`config.mk`:
```
export PLATFORM = sky130hd
export DESIGN_NAME = usb_packet_framer
export DESIGN_NICKNAME = d
export VERILOG_FILES = /design/src/rtl/usb_packet_framer.sv
export SDC_FILE = /design/constraint.sdc
export NUM_CORES = 1
export LEC_CHECK = 0
export CORE_MARGIN = 1
export CORE_UTILIZATION = 45
export DETAILED_ROUTE_END_ITERATION = 7
export PLACE_DENSITY_LB_ADDON = 0.12
export SLEW_MARGIN = 20
export SYNTH_ARGS = -nofsm -noshare
export SYNTH_HDL_FRONTEND = slang
export SYNTH_SLANG_ARGS = --single-unit
```
`constraint.sdc`:
```
create_clock -name clk -period 7 [get_ports clk]
set_clock_uncertainty 0.1 [all_clocks]
set_input_delay 1.75 -clock clk [delete_from_list [all_inputs] [get_ports clk]]
set_output_delay 1.75 -clock clk [all_outputs]
set_load 0.05 [all_outputs]
```
`src/rtl/usb_packet_framer.sv`:
```
// Byte-stream to 64-bit packet framer: hunts for SOF, collects eight payload bytes plus an
// XOR check byte, and hands verified packets to the analyzer through a one-entry buffer.
module usb_packet_framer #(
  parameter logic [7:0] SOF            = 8'hA5,
  parameter int         TIMEOUT_CYCLES = 1024,
  parameter int         ERR_CNT_W      = 8
) (
  input  logic                 clk,
  input  logic                 rst,
  input  logic [7:0]           in_byte,
  input  logic                 in_valid,
  output logic [63:0]          pkt_data,
  output logic                 pkt_valid,
  input  logic                 pkt_ready,
  output logic                 err_chk,
  output logic                 err_overrun,
  output logic                 err_timeout,
  output logic [ERR_CNT_W-1:0] err_count
);

  localparam int                IDLE_W   = $clog2(TIMEOUT_CYCLES);
  localparam logic [IDLE_W-1:0] IDLE_MAX = IDLE_W'(TIMEOUT_CYCLES - 1);

  typedef enum logic [1:0] {
    IDLE,
    PAYLOAD,
    CHECK
  } state_t;

  state_t               state_q, state_d;
  logic [2:0]           idx_q, idx_d;
  logic [7:0]           xor_q, xor_d;
  logic [63:0]          asm_q, asm_d;
  logic [IDLE_W-1:0]    idle_q, idle_d;
  logic [63:0]          pkt_data_d;
  logic                 pkt_valid_d;
  logic                 err_chk_d, err_overrun_d, err_timeout_d;
  logic [ERR_CNT_W-1:0] err_count_d;
  logic                 buf_free;
  logic                 timeout_hit;

  always_comb begin
    // NOTE: every signal driven here gets a default first, so no path can infer a latch.
    state_d       = state_q;
    idx_d         = idx_q;
    xor_d         = xor_q;
    asm_d         = asm_q;
    idle_d        = idle_q;
    pkt_data_d    = pkt_data;
    pkt_valid_d   = pkt_valid & ~pkt_ready;
    err_chk_d     = 1'b0;
    err_overrun_d = 1'b0;
    err_timeout_d = 1'b0;
    err_count_d   = err_count;

    // The buffer can take a new packet when empty or being drained this very cycle.
    buf_free    = ~pkt_valid | pkt_ready;
    timeout_hit = (state_q != IDLE) && !in_valid && (idle_q == IDLE_MAX);

    unique case (state_q)
      IDLE: begin
        idle_d = '0;
        if (in_valid && in_byte == SOF) begin
          state_d = PAYLOAD;
          idx_d   = '0;
          xor_d   = '0;
        end
      end

      PAYLOAD: begin
        if (in_valid) begin
          // Shifting in from the bottom leaves payload byte 0 in [63:56] after eight bytes.
          asm_d  = {asm_q[55:0], in_byte};
          xor_d  = xor_q ^ in_byte;
          idx_d  = idx_q + 3'd1;
          idle_d = '0;
          if (idx_q == 3'd7) state_d = CHECK;
        end else if (timeout_hit) begin
          state_d       = IDLE;
          idle_d        = '0;
          err_timeout_d = 1'b1;
        end else begin
          idle_d = idle_q + IDLE_W'(1);
        end
      end

      CHECK: begin
        if (in_valid) begin
          state_d = IDLE;
          idle_d  = '0;
          if (in_byte != xor_q) begin
            err_chk_d = 1'b1;
          end else if (buf_free) begin
            pkt_data_d  = asm_q;
            pkt_valid_d = 1'b1;
          end else begin
            err_overrun_d = 1'b1;
          end
        end else if (timeout_hit) begin
          state_d       = IDLE;
          idle_d        = '0;
          err_timeout_d = 1'b1;
        end else begin
          idle_d = idle_q + IDLE_W'(1);
        end
      end

      default: begin
        state_d = IDLE;
        idle_d  = '0;
      end
    endcase

    if ((err_chk_d | err_overrun_d | err_timeout_d) && err_count != '1)
      err_count_d = err_count + ERR_CNT_W'(1);
  end

  // NOTE: sequential state uses non-blocking assignments so every register samples pre-edge values.
  always_ff @(posedge clk or posedge rst) begin
    if (rst) begin
      state_q     <= IDLE;
      idx_q       <= '0;
      xor_q       <= '0;
      asm_q       <= '0;
      idle_q      <= '0;
      pkt_data    <= '0;
      pkt_valid   <= 1'b0;
      err_chk     <= 1'b0;
      err_overrun <= 1'b0;
      err_timeout <= 1'b0;
      err_count   <= '0;
    end else begin
      state_q     <= state_d;
      idx_q       <= idx_d;
      xor_q       <= xor_d;
      asm_q       <= asm_d;
      idle_q      <= idle_d;
      pkt_data    <= pkt_data_d;
      pkt_valid   <= pkt_valid_d;
      err_chk     <= err_chk_d;
      err_overrun <= err_overrun_d;
      err_timeout <= err_timeout_d;
      err_count   <= err_count_d;
    end
  end

endmodule

```
-- Word-level counts from Yosys, hierarchy flattened
Cells that the tools add are included.
- register bits: 163
- input port bits: 12
- output and inout bits: 76
- word-level logic and storage cells: 74
- $add $sub $neg: 3
- equal/unequal tests: 10
- multiplexer cells: 29
- bitwise gates (word level): 8
- reductions and logical operators: 13
- operators with widths (operator ; count):
    2-to-1 mux 10 bit ; 3
    2-to-1 mux 8 bit ; 2
    one-hot mux 8 bit (2 select lines) ; 1
    2-to-1 mux 1 bit ; 14
    adder 10 x 1 -> 10 bit (second input constant) ; 1
    equality test 10 bit (second input constant) ; 1
    2-to-1 mux 2 bit ; 5
    adder 8 x 1 -> 8 bit (second input constant) ; 1
    equality test 8 bit (second input constant) ; 1
    != test 8 bit ; 1
    != test 8 bit (second input constant) ; 1
    XOR 8 bit ; 1
    2-to-1 mux 3 bit ; 2
    one-hot mux 2 bit (3 select lines) ; 1
    one-hot mux 3 bit (2 select lines) ; 1
    logical AND 1 bit ; 4
    != test 2 bit (second input constant) ; 2
    AND reduction 2 bit ; 2
    AND reduction 4 bit ; 1
    nonzero test 2 bit ; 2
    adder 3 x 1 -> 3 bit (second input constant) ; 1
    equality test 3 bit (second input constant) ; 1
    != test 3 bit (second input constant) ; 1
    NOT 1 bit ; 3
    8 further kinds ; 10

-- Depth between registers and ports, before layout
- depth after elaboration: 9
- gate-level depth with buffers: 8
- gate-level depth less buffers: 7

-- Worst setup path before layout
OpenSTA, ideal clock, no wires.
- path kind: input to register
- start: input port in_byte[7]
- end: register pkt_data[0]
- arrival: 3.274 ns
- data required time: 6.775 ns
- setup slack: 3.501 ns
- stages: 7
- path buffers: 2
- cell sequence: xor2_1 > nor4_1 > nand2_1 > nor3b_1 > buf_2 > buf_4 > mux2_2
- longest elaborated chain between the ends: 3
- ends and longest elaborated chain (what ; line ; RTL):
    start: declaration ; 10 ; input logic [7:0] in_byte,
    != test 8 bit ; 91 ; if (in_byte != xor_q) begin
    NOT 1 bit (no source line) ; n/a ;
    AND reduction 4 bit (no source line) ; n/a ;
    end signal: assignment ; 138 ; pkt_data <= pkt_data_d;
    end: declaration ; 12 ; output logic [63:0] pkt_data,
Every way passes these cells.
A chain may end at the register's enable or synchronous reset.

-- Worst setup path after layout
- start: input port in_byte[7]
- end: register pkt_data[20]
Same word-level chain as after synthesis.

==> load_flow_metrics.sql <==
INSERT INTO impl_metrics (metric_group, metric, value, unit) VALUES
('outcome', 'run_status', 'finished, final reports clean', ''),
('critical_path', 'worstReg2RegStart', 'xor_q[7]$_DFFE_PP0P_', ''),
('timing', 'timing_hold_violations_final', '0', ''),
('clock_tree', 'path_clk_slew', '0.06', 'ns'),
('route', 'route.final.wire_length', '12100', 'um'),
('power', 'p_int', '2.04', 'mW'),
('timing', 'fmax', '228', 'MHz'),
('global_routing', 'grt_usage', '17.5', '%'),
('critical_path', 'start_kind', 'input pin', ''),
('logic_synthesis', 'synth_sequential_area_ratio', '62.3', '%'),
('placed_design', 'place.detailed.instances', '702', ''),
('clock_tree', 'cts_hold_buf', '0', ''),
('clock_tree', 'clock_latency_on_the_worst_skew_pair', '0.42', 'ns'),
('hold_path', 'timing.hold.worst.class', 'reg -> reg', ''),
('placed_design', 'io_buffers', '87', ''),
('route', 'drcViolationCount', '0', ''),
('power', 'pwr_density_cell', '354', 'nW/um^2'),
('cells_and_area', 'finalCoreUtilization', '58.0', '%'),
('cells_and_area', 'syn2layout_area_growth', '24.4', '%'),
('floorplan', 'start_util', '46.6', '%'),
('route', 'wl_per_cell', '16.5', 'um'),
('critical_path', 'timing.rr.end', 'pkt_data[20]$_DFFE_PP0P_', ''),
('flow_run', 'timing.max_cap.violations', '0', ''),
('clock_tree', 'cts.repair_timing.setup_buffer_count', '0', ''),
('cells_and_area', 'n_fill_cell', '1107', ''),
('hold_path', 'worst_hold_path.endpoint', 'xor_q[5]$_DFFE_PP0P_', ''),
('cells_and_area', 'multi_input_area', '2350', 'sq um'),
('floorplan', 'die_area', '15000', 'sq um'),
('clock_tree', 'cts_buffer_depth', '2', ''),
('timing', 'setup_violations', '0', ''),
('logic_synthesis', 'ys_warn_count', '0', ''),
('logic_synthesis', 'synthXorXnorAreaFrac', '2.54', '%'),
('placed_design', 'dp_hpwl', '7890', 'um'),
('placed_design', 'dpl_cell_area', '7570', 'sq um'),
('route', 'route.vias.total', '3797', ''),
('cells_and_area', 'final_net_count', '561', ''),
('timing', 'slew_headroom', '32.8', '%'),
('clock_tree', 'tritoncts_num_sinks', '163', ''),
('logic_synthesis', 'yosys.area_share.simple', '6.19', '%'),
('route', 'drt_iter0_drc', '170', ''),
('floorplan', 'die_height', '123', 'um'),
('power', 'power_leakage', '3.74', 'nW'),
('power', 'design_power_total', '2.88', 'mW'),
('logic_synthesis', 'synth-compound-area-share', '2.52', '%'),
('logic_synthesis', 'postSynthNetCount', '472', ''),
('logic_synthesis', 'synth_adder_area_share', '1.53', '%'),
('logic_synthesis', 'main_combinational_cell_family_by_area_after_synthesis', 'multiplexers', ''),
('clock_tree', 'cts_tree', 'built', ''),
('critical_path', 'category_of_the_worst_setup_path_capture_point', 'flip-flop', ''),
('logic_synthesis', 'yosys_register_bits', '163', ''),
('floorplan', 'placementRows', '43', ''),
('route', 'drt_pass1_iterations', '4', ''),
('power', 'power_frac_seq', '47.0', '%'),
('critical_path', 'timing.critical_path.fanout_max', '64', ''),
('logic_synthesis', 'number_of_distinct_library_cells_after_synthesis', '37', ''),
('clock_tree', 'cts_inserted_buffers', '17', ''),
('logic_synthesis', 'postSynthAreaPerCell', '14.5', 'sq um'),
('logic_synthesis', 'synth.mux.area_fraction', '23.0', '%'),
('critical_path', 'cp.required', '7.20', 'ns'),
('global_routing', 'initial_antenna_violation_count', '0', ''),
('critical_path', 'timing.reg2reg.setup_slack', '4.09', 'ns'),
('timing', 'final_period_utilization', '62.8', '%'),
('floorplan', 'pin_count', '88', ''),
('timing', 'final.min_clock_period', '4.39', 'ns'),
('route', 'via_per_inst', '5.17', ''),
('floorplan', 'coreArea', '14000', 'sq um'),
('cells_and_area', 'layout.cell_area.non_filler', '8150', 'sq um'),
('logic_synthesis', 'syn_area', '6550', 'sq um'),
('critical_path', 'timing.setup.critical_path_class', 'in -> reg', ''),
('power', 'power.switching_fraction', '29.1', '%'),
('timing', 'grt_setup_unrepaired', 'no', '');
==> logic make-up after synthesis <==
family | count (synthesis)
buffers and inverters | 25
XOR/XNOR | 19
flip-flops | 163
AO/OA/AOI/OAI | 27
AND/OR/NAND/NOR | 76
multiplexers | 134
adder cells (fa/ha/maj) | 8
==> synth_stat cells, drive strengths merged <==
master / number / area share (%)
nand4b: 1 / 0.13
nor2b: 1 / 0.096
mux2i: 3 / 0.46
clkbuf: 11 / 0.63
nor2: 16 / 0.92
nand2b: 4 / 0.38
mux2: 131 / 23
nor3: 10 / 0.76
a21oi: 4 / 0.31
or4: 1 / 0.11
a32o: 1 / 0.15
o21ai: 15 / 1.1
a21o: 1 / 0.11
and3: 3 / 0.29
a22o: 3 / 0.40
o41ai: 2 / 0.27
or2: 1 / 0.096
buf: 8 / 0.94
ha: 8 / 1.5
and4: 1 / 0.13
xnor2: 2 / 0.27
nand2: 15 / 0.86
xor2: 17 / 2.3
inv: 6 / 0.34
nor4b: 2 / 0.27
nor3b: 5 / 0.57
nand4: 2 / 0.29
nor4bb: 1 / 0.15
nor4: 4 / 0.38
dfrtp: 163 / 62
or3: 3 / 0.29
nand3: 6 / 0.46
a41oi: 1 / 0.13
==> worst max path at each step <==
stage / start / end / cells after the start
2_1_floorplan: rst / asm_q[0]$_DFFE_PP0P_ / 1
3_3_place_gp: in_byte[7] / pkt_data[5]$_DFFE_PP0P_ / 7
3_5_place_dp: in_byte[7] / pkt_data[20]$_DFFE_PP0P_ / 7
4_1_cts: in_byte[7] / pkt_data[20]$_DFFE_PP0P_ / 7
5_1_grt: in_byte[7] / pkt_data[47]$_DFFE_PP0P_ / 7
6_report: in_byte[7] / pkt_data[20]$_DFFE_PP0P_ / 7
==> metrics by stage <==
| step | setup slack (ns) | hold slack (ns) |
|---|---|---|
| floorplan | 0.745 | 0.355 |
| global placement | 2.26 | 0.377 |
| detailed placement | 2.20 | 0.386 |
| CTS | 2.64 | 0.393 |
| global route | 2.37 | 0.404 |
| finish | 2.61 | 0.391 |
==> per-layer routing <==
layer  vias to the layer above  global-route usage (%)  share of wire (%)
met3                        22                    4.09                2.9
met4                         0                    8.61                2.2
li1                       1786                       -                  -
met5                         -                       0                  0
met1                      1921                    23.3                 48
met2                        68                    26.9                 47
==> final cells by class <==
type | count | area share, %
clock inverters | 10 | 1.32
repair buffers | 89 | 10.9
well taps | 180 | 2.76
clock buffers | 22 | 5.70
multi-input cells | 264 | 28.9
inverters | 6 | 0.369
flip-flops and latches | 163 | 50.1
==> sequential cells by signal, summed over array words and instances (netlist names) <==
| signal | cells |
|---|---|
| asm_q | 64 |
| err_chk | 1 |
| err_count | 8 |
| err_overrun | 1 |
| err_timeout | 1 |
| idle_q | 10 |
| idx_q | 3 |
| pkt_data | 64 |
| pkt_valid | 1 |
| state_q | 2 |
| xor_q | 8 |
==> worst max-delay path, cell delays in order <==
cell and delay [ns]:
clkdlybuf4s50_1 0.50, xor2_1 0.21, nor4_1 0.59, nand2_1 0.21, nor3b_2 0.19, buf_4 0.67
mux2_2 0.42
==> power by group through the flow <==
| stage | clock network (mW) | logic (mW) | registers, mW |
|---|---|---|---|
| after detailed placement | 0 | 0.640 | 1.38 |
| after floorplan | 0 | 0.462 | 1.36 |
| final | 0.893 | 0.634 | 1.35 |
| after CTS | 0.921 | 0.643 | 1.36 |
| after global placement | 0 | 0.620 | 1.37 |
| after global routing | 0.956 | 0.694 | 1.39 |
Note: power is estimated with default switching activity, not from simulation.
